===== src/rtl/ps_serializer_hs_pkg.sv =====
// Shared definitions for the PHY serial transmit/receive path: default symbol
// width, line-idle fill word, K28.5 comma codes and shift-register operations.
package ps_defs;

    localparam int unsigned DEF_WIDTH = 10;
    localparam logic [DEF_WIDTH-1:0] DEF_IDLE_WORD = '1;

    // K28.5 comma, negative and positive running disparity
    localparam logic [9:0] K28_5_NEG = 10'h17C;
    localparam logic [9:0] K28_5_POS = 10'h283;

    typedef enum logic [1:0] {
        SR_HOLD,
        SR_SHIFT,
        SR_LOAD
    } sr_op_e;

endpackage


===== src/rtl/ps_serializer_hs_shift_reg.sv =====
// Output shift register for the serializer: parallel load, one-place shift toward
// the output end, and the current output bit selected by bit order.
module ps_shift_reg
    import ps_defs::*;
#(
    parameter int unsigned         WIDTH      = DEF_WIDTH,
    parameter bit                  LSB_FIRST  = 1'b1,
    parameter logic [WIDTH-1:0]    RESET_WORD = '1
) (
    input  logic             clk,
    input  logic             rst,
    input  sr_op_e           op,
    input  logic [WIDTH-1:0] load_word,
    output logic             out_bit
);

    logic [WIDTH-1:0] shreg;

    // Vacated positions are filled with ones; they never reach the output
    // before the next load.
    always_ff @(posedge clk) begin
        if (rst) begin
            shreg <= RESET_WORD;
        end else begin
            case (op)
                SR_LOAD:  shreg <= load_word;
                SR_SHIFT: begin
                    if (LSB_FIRST) begin
                        shreg <= {1'b1, shreg[WIDTH-1:1]};
                    end else begin
                        shreg <= {shreg[WIDTH-2:0], 1'b1};
                    end
                end
                default:  shreg <= shreg;
            endcase
        end
    end

    always_comb begin
        out_bit = LSB_FIRST ? shreg[0] : shreg[WIDTH-1];
    end

endmodule


===== src/rtl/ps_serializer_hs.sv =====
// Parallel-to-serial converter with valid/ready handshake, one-word holding
// buffer, selectable bit order and idle-word fill between data words.
module ps_serializer_hs
    import ps_defs::*;
#(
    parameter int unsigned      WIDTH     = DEF_WIDTH,
    parameter bit               LSB_FIRST = 1'b1,
    parameter logic [WIDTH-1:0] IDLE_WORD = '1
) (
    input  logic             CLOCK,
    input  logic             RESET,
    input  logic [WIDTH-1:0] D,
    input  logic             D_VALID,
    output logic             D_READY,
    output logic             OS,
    output logic             SOW,
    output logic             BUSY
);

    localparam int unsigned      CNT_W = $clog2(WIDTH);
    localparam logic [CNT_W-1:0] LAST  = CNT_W'(WIDTH - 1);

    logic [CNT_W-1:0] cnt;
    logic [WIDTH-1:0] hold;
    logic             hold_full;
    logic             data_flag;
    logic             boundary;
    logic             accept;
    sr_op_e           sr_op;
    logic [WIDTH-1:0] load_word;

    always_comb begin
        boundary  = (cnt == LAST);
        D_READY   = !hold_full && !RESET;
        accept    = D_VALID && D_READY;
        sr_op     = SR_SHIFT;
        load_word = IDLE_WORD;
        if (boundary) begin
            sr_op = SR_LOAD;
            if (hold_full) begin
                load_word = hold;
            end
        end
        SOW  = (cnt == '0);
        BUSY = data_flag;
    end

    // Accept requires an empty buffer and drain requires a full one, so the two
    // hold_full updates below never apply in the same cycle.
    always_ff @(posedge CLOCK) begin
        if (RESET) begin
            cnt       <= '0;
            hold      <= '0;
            hold_full <= 1'b0;
            data_flag <= 1'b0;
        end else begin
            if (boundary) begin
                cnt <= '0;
                if (hold_full) begin
                    data_flag <= 1'b1;
                    hold_full <= 1'b0;
                end else begin
                    data_flag <= 1'b0;
                end
            end else begin
                cnt <= cnt + 1'b1;
            end
            if (accept) begin
                hold      <= D;
                hold_full <= 1'b1;
            end
        end
    end

    ps_shift_reg #(
        .WIDTH      (WIDTH),
        .LSB_FIRST  (LSB_FIRST),
        .RESET_WORD (IDLE_WORD)
    ) u_shift (
        .clk       (CLOCK),
        .rst       (RESET),
        .op        (sr_op),
        .load_word (load_word),
        .out_bit   (OS)
    );

endmodule


===== config.mk =====
export PLATFORM = sky130hd
export DESIGN_NAME = ps_serializer_hs
export DESIGN_NICKNAME = d
export VERILOG_FILES = /design/src/rtl/ps_serializer_hs_pkg.sv /design/src/rtl/ps_serializer_hs_shift_reg.sv /design/src/rtl/ps_serializer_hs.sv
export SDC_FILE = /design/constraint.sdc
export NUM_CORES = 1
export LEC_CHECK = 0
export CAP_MARGIN = 10
export CORE_UTILIZATION = 45
export CTS_CLUSTER_DIAMETER = 120
export DETAILED_ROUTE_END_ITERATION = 6
export PLACE_DENSITY_LB_ADDON = 0.08
export SLEW_MARGIN = 20
export SYNTH_ARGS = -nofsm -noshare
export SYNTH_HDL_FRONTEND = slang
export SYNTH_SLANG_ARGS = --single-unit

===== constraint.sdc =====
create_clock -name CLOCK -period 2.8 [get_ports CLOCK]
set_clock_uncertainty 0.2 [all_clocks]
set_input_delay 0.56 -clock CLOCK [delete_from_list [all_inputs] [get_ports CLOCK]]
set_output_delay 0.56 -clock CLOCK [all_outputs]
set_load 0.01 [all_outputs]

==> impl_metrics.toml, run 1 <==
[job]
max_cap_viol_count = 0

[layout]
layout_common_cells = "dfxtp_1, clkdlybuf4s50_1, nor2_1, nand2_1"
regArea_um2 = 520
drive_gt1_share_pct = 9.16
final_area_um2 = 1300
num-nets-final = 148
n_antenna_cell = 0
layout_commonest_cell = "dfxtp_1"
nFillCells = 231
multi_input_area_um2 = 499
synthToLayoutAreaGrowth_pct = 20.9

[detailed_routing]
first_iter_violations = 13
viasPerCell = 4.96
wire_per_inst_um = 11.6
wirelength_um = 1850
ant_nets = 0
vias = 789
dr.pass1.iters = 4
drc_errors = 0

[critical_path]
crit_fanout = 5
worstPathRequired_ns = 2.04
cpMaxStageDelayCell = "clkdlybuf4s50_1"
cp-startpoint = "cnt[0]"
start_kind = "flip-flop"
worstPathCellList = "inv_1, ha_1, nor3b_1, clkdlybuf4s50_1"
worstPathArrival_ns = 1.68
reg2reg_to = "hold_full"
crit_buf_inv = 2
cp_num_cells = 4
worst-setup-path-type = "flip-flop to output port"
slowest_delay_ns = 0.56
r2r_slack_ns = 1.03
cp_top_family = "buffers and inverters"
critPathCapture = "SOW"
reg2regPathDepth = 4
end_kind = "output port"
r2r_start = "cnt[0]"

[floorplanning]
die_y_um = 50.8
core_area_um2 = 2230
die-width_um = 50.8
core.rowCount = 17
die_area_um2 = 2580
pin_count = 17
start_util_pct = 48.1

[yosys]
synth_cell_type_count = 25
avgSynthCellArea_um2 = 9.34
ys_ff_latch = 26
netlist_instances = 115
yosysWarnings = 0
synth_area_um2 = 1070
syn_nets = 131
yosysSeqAreaShare_pct = 48.5

[clock_tree]
cts-root-buf = "clkbuf_4"
clock-sinks = 26
cts_buffer_depth = 2
cts_resized = 0
cts_tree = "built"
clk-insertion-delay-late_ns = 0.32
cts_hold_buf = 0
cts_setup_buffers = 0
path_clk_slew_ns = 0.14
htree_levels = 1
cts_buffers = 3

[power_and_ir_drop]
p_per_area_nw_per_um2 = 567
p_leak_nw = 0.516
peakVddDrop_mv = 0.339

[global_route]
antenna_found_initial = 0
grt_pass1_wl_um = 3160
grt_max_degree = 27
grt_pass1_vias = 754
overflow = 0
grt_usage_pct = 16.7

[timing]
slew_violations = 0
period_share_pct = 87.1
worst_slew_pin_slew_ns = 0.534
max_clock_freq_mhz = 410
final.setup.tns_ns = 0
relSlewSlack_pct = 64.4
hold_viol_final = 0
setup_viol = 0
final.min_clock_period_ns = 2.44
rsz0062_at_grt = "false"

[min_path]
hold_path_depth = 2
hold_path_class = "flip-flop to flip-flop"
min_from = "BUSY"

[outcome]
outcome = "finished clean"

[placement]
io_buffer_count = 16
dpl_cell_area_um2 = 1240
gp_congestion = 0.705
hpwl_um = 1300
## power breakdown
group          internal [mW]  total (mW)  switching, mW  leakage (nW)
registers              0.387       0.399         0.0115         0.213
logic                 0.0472      0.0799         0.0327         0.275
clock network          0.145       0.257          0.113        0.0279
total                  0.579       0.736          0.157         0.516
## logic make-up (layout without fill, tap and decap cells)
group                    Yosys count  after routing  share of synthesized area, %
XOR/XNOR                           1              1                         0.816
flip-flops                        26             26                          48.5
AO/OA/AOI/OAI                     23             23                          13.4
buffers and inverters              9             25                          5.01
adder cells (fa/ha/maj)            3              3                          3.50
AND/OR/NAND/NOR                   53             53                          28.8
## Yosys cell counts
cell type / count / area share (%)
nor3_2: 2 / 1.9
xnor2_1: 1 / 0.82
o211ai_1: 1 / 0.70
buf_2: 4 / 1.9
nand3b_2: 1 / 1.0
o21bai_1: 9 / 6.3
clkbuf_1: 1 / 0.35
nor2_1: 12 / 4.2
nand2b_1: 10 / 5.8
a21o_1: 1 / 0.70
nor3b_2: 1 / 1.2
nand4b_1: 1 / 0.82
buf_6: 2 / 2.1
nor3b_1: 10 / 7.0
and3b_1: 1 / 0.82
and2_1: 1 / 0.58
dfxtp_1: 26 / 48
nand3_1: 1 / 0.47
nand2_1: 12 / 4.2
ha_1: 3 / 3.5
a31oi_1: 1 / 0.58
o21ai_0: 10 / 4.7
a21oi_1: 1 / 0.47
inv_1: 2 / 0.70
or3b_2: 1 / 0.82
## per-layer routing
metal | global-route usage, % | share of wire [%]
met1 | 19.5 | 46
met3 | 3.57 | 4.1
met2 | 28.7 | 48
met4 | 8.33 | 1.6
met5 | 0 | 0
## registers in the layout (all words and copies together) (netlist names)
name and count:
hold 10, cnt 4, BUSY 1, u_shift.shreg 10, hold_full 1
## how the worst min path moves through the flow
stage | endpoint | slack (ns)
floorplan | u_shift.shreg[9] | 0.24
global placement | BUSY | 0.24
detailed placement | BUSY | 0.25
CTS | BUSY | 0.27
global route | BUSY | 0.29
finish | BUSY | 0.27
## per-stage QoR
step / hold slack, ns / setup WS (ns) / cells / power, mW / util (%)
3_3_place_gp: 0.241 / 0.380 / 155 / 0.485 / 55.7
5_1_grt: 0.292 / 0.251 / 159 / 0.766 / 58.1
4_1_cts: 0.273 / 0.360 / 159 / 0.741 / 58.1
3_5_place_dp: 0.253 / 0.380 / 155 / 0.487 / 55.7
2_1_floorplan: 0.238 / 1.01 / 115 / 0.450 / -
6_report: 0.267 / 0.361 / 159 / 0.736 / 58.1
## layout make-up
cell class / count / share of cell area, %
flip-flops and latches: 26 / 40.1
multi-input cells: 80 / 38.5
repair buffers: 19 / 14.1
well taps: 28 / 2.70
clock inverters: 1 / 2.31
clock buffers: 3 / 1.74
inverters: 2 / 0.579
## worst register-to-register path: stages (launching register included)
cell and delay [ns]:
dfxtp_1 0.45, ha_1 0.23, and3b_1 0.52, nor2_1 0.10, a21o_1 0.19
Note: power is estimated with default switching activity, not from simulation.
==> run 2: changes to the inputs <==
- HOLD_SLACK_MARGIN: default -> 0.06
==> results of run 2 <==
The final DEF is identical to that of run 1; final timing and power are the same.
==> run 3: changes to the inputs <==
--- a/constraint.sdc
+++ b/constraint.sdc
@@ -4,2 +4,2 @@
 set_output_delay 0.56 -clock CLOCK [all_outputs]
-set_load 0.01 [all_outputs]
+set_load 0.02 [all_outputs]
==> run 3 against run 2 <==
Hold slack worse by 0.0015 ns. Die area unchanged. Via count down 1.1%. Global-route usage down 0.27 points. Count of clock-buffer cells in the layout unchanged. Sequential share of layout area unchanged. Final cell count unchanged.
==> impl_metrics.toml, run 3 (same netlist as run 1, synthesis figures left out) <==
[outcome]
outcome = "finished clean"

[clock_tree]
cts_setup_buffers = 0
cts_tree = "built"
htree_levels = 1
cts_resized = 0
cts-root-buf = "clkbuf_4"
clk-insertion-delay-late_ns = 0.33
cts_buffers = 3
cts_hold_buf = 0
clock-sinks = 26
cts_buffer_depth = 2
path_clk_slew_ns = 0.14

[critical_path]
worstPathRequired_ns = 2.04
r2r_slack_ns = 1.01
start_kind = "flip-flop"
crit_fanout = 5
end_kind = "output port"
crit_buf_inv = 2
slowest_delay_ns = 0.63
worst-setup-path-type = "flip-flop to output port"
cp_top_family = "buffers and inverters"
cpMaxStageDelayCell = "clkdlybuf4s50_1"
worstPathArrival_ns = 1.75
worstPathCellList = "inv_1, ha_1, nor3b_1, clkdlybuf4s50_1"

[layout]
drive_gt1_share_pct = 9.16
synthToLayoutAreaGrowth_pct = 20.9
layout_common_cells = "dfxtp_1, clkdlybuf4s50_1, nor2_1, nand2_1"
reg_top3 = "hold x10, u_shift.shreg x10, cnt x4"
n_antenna_cell = 0
layout_commonest_cell = "dfxtp_1"
final_area_um2 = 1300
fin_cells = 159
num-nets-final = 148
post-route-util_pct = 58.1

[detailed_routing]
viasPerCell = 4.91
ant_nets = 0
first_iter_violations = 12
wirelength_um = 1800
drc_errors = 0
dr.pass1.iters = 3
wire_per_inst_um = 11.3
vias = 780

[placement]
gp_congestion = 0.677
dpl_cell_area_um2 = 1240
hpwl_um = 1190
io_buffer_count = 16
dpl.cell_count = 155
preCtsSetupSlack_ns = 0.313

[timing]
max_clock_freq_mhz = 399
hold_viol_final = 0
relSlewSlack_pct = 63.0
slew_violations = 0
final.setup.tns_ns = 0
holdWs_ns = 0.265
setup_viol = 0
period_share_pct = 89.5
worst_slew_pin_slew_ns = 0.555
worst_slack_ns = 0.294
rsz0062_at_grt = "false"
final.min_clock_period_ns = 2.51

[global_route]
antenna_found_initial = 0
grt_max_degree = 27
grt_usage_pct = 16.4
overflow = 0
grt_pass1_wl_um = 3070
grt_pass1_vias = 665

[floorplanning]
die_y_um = 50.8
core_area_um2 = 2230
pin_count = 17
start_util_pct = 48.1
core.rowCount = 17
die_area_um2 = 2580
die-width_um = 50.8

[power_and_ir_drop]
peakVddDrop_mv = 0.333
total_power_uw = 741
p_leak_nw = 0.516
p_per_area_nw_per_um2 = 571

[min_path]
hold_path_class = "flip-flop to flip-flop"

[job]
max_cap_viol_count = 0
[run 3: cell counts in the layout (fill, tap and decap cells not counted)]
No cell type changed its count.
[run 3: final timing paths]
| check | depth (start not counted) | from | end |
|---|---|---|---|
| max | 4 | cnt[0] | SOW |
| min | 2 | BUSY | BUSY |
| max reg2reg | 4 | cnt[0] | hold_full |
| min reg2reg | 2 | BUSY | BUSY |
[run 3: per-layer routing]
layer,share of wire [%],track usage [%]
met5,0,0
met4,2.4,9.72
met2,44,25.1
met3,3.2,2.68
met1,51,21.6
[run 3: worst min-delay path, stage by stage, from the launching register on]
cell	delay, ns
dfxtp_1	0.34
nand2_1	0.05
a21oi_1	0.05
[run 3: layout make-up]
class	instances	area [µm²]
sequential	26	520
fill	223	936
clock buffer	3	22.5
inverter	2	7.51
clock inverter	1	30.0
tap	28	35.0
timing repair buffer	19	183
multi-input combinational	80	499
[run 3: power breakdown]
group / switching, mW / internal, mW
registers: 0.0112 / 0.387
logic: 0.0356 / 0.0472
clock network: 0.115 / 0.145
total: 0.162 / 0.579
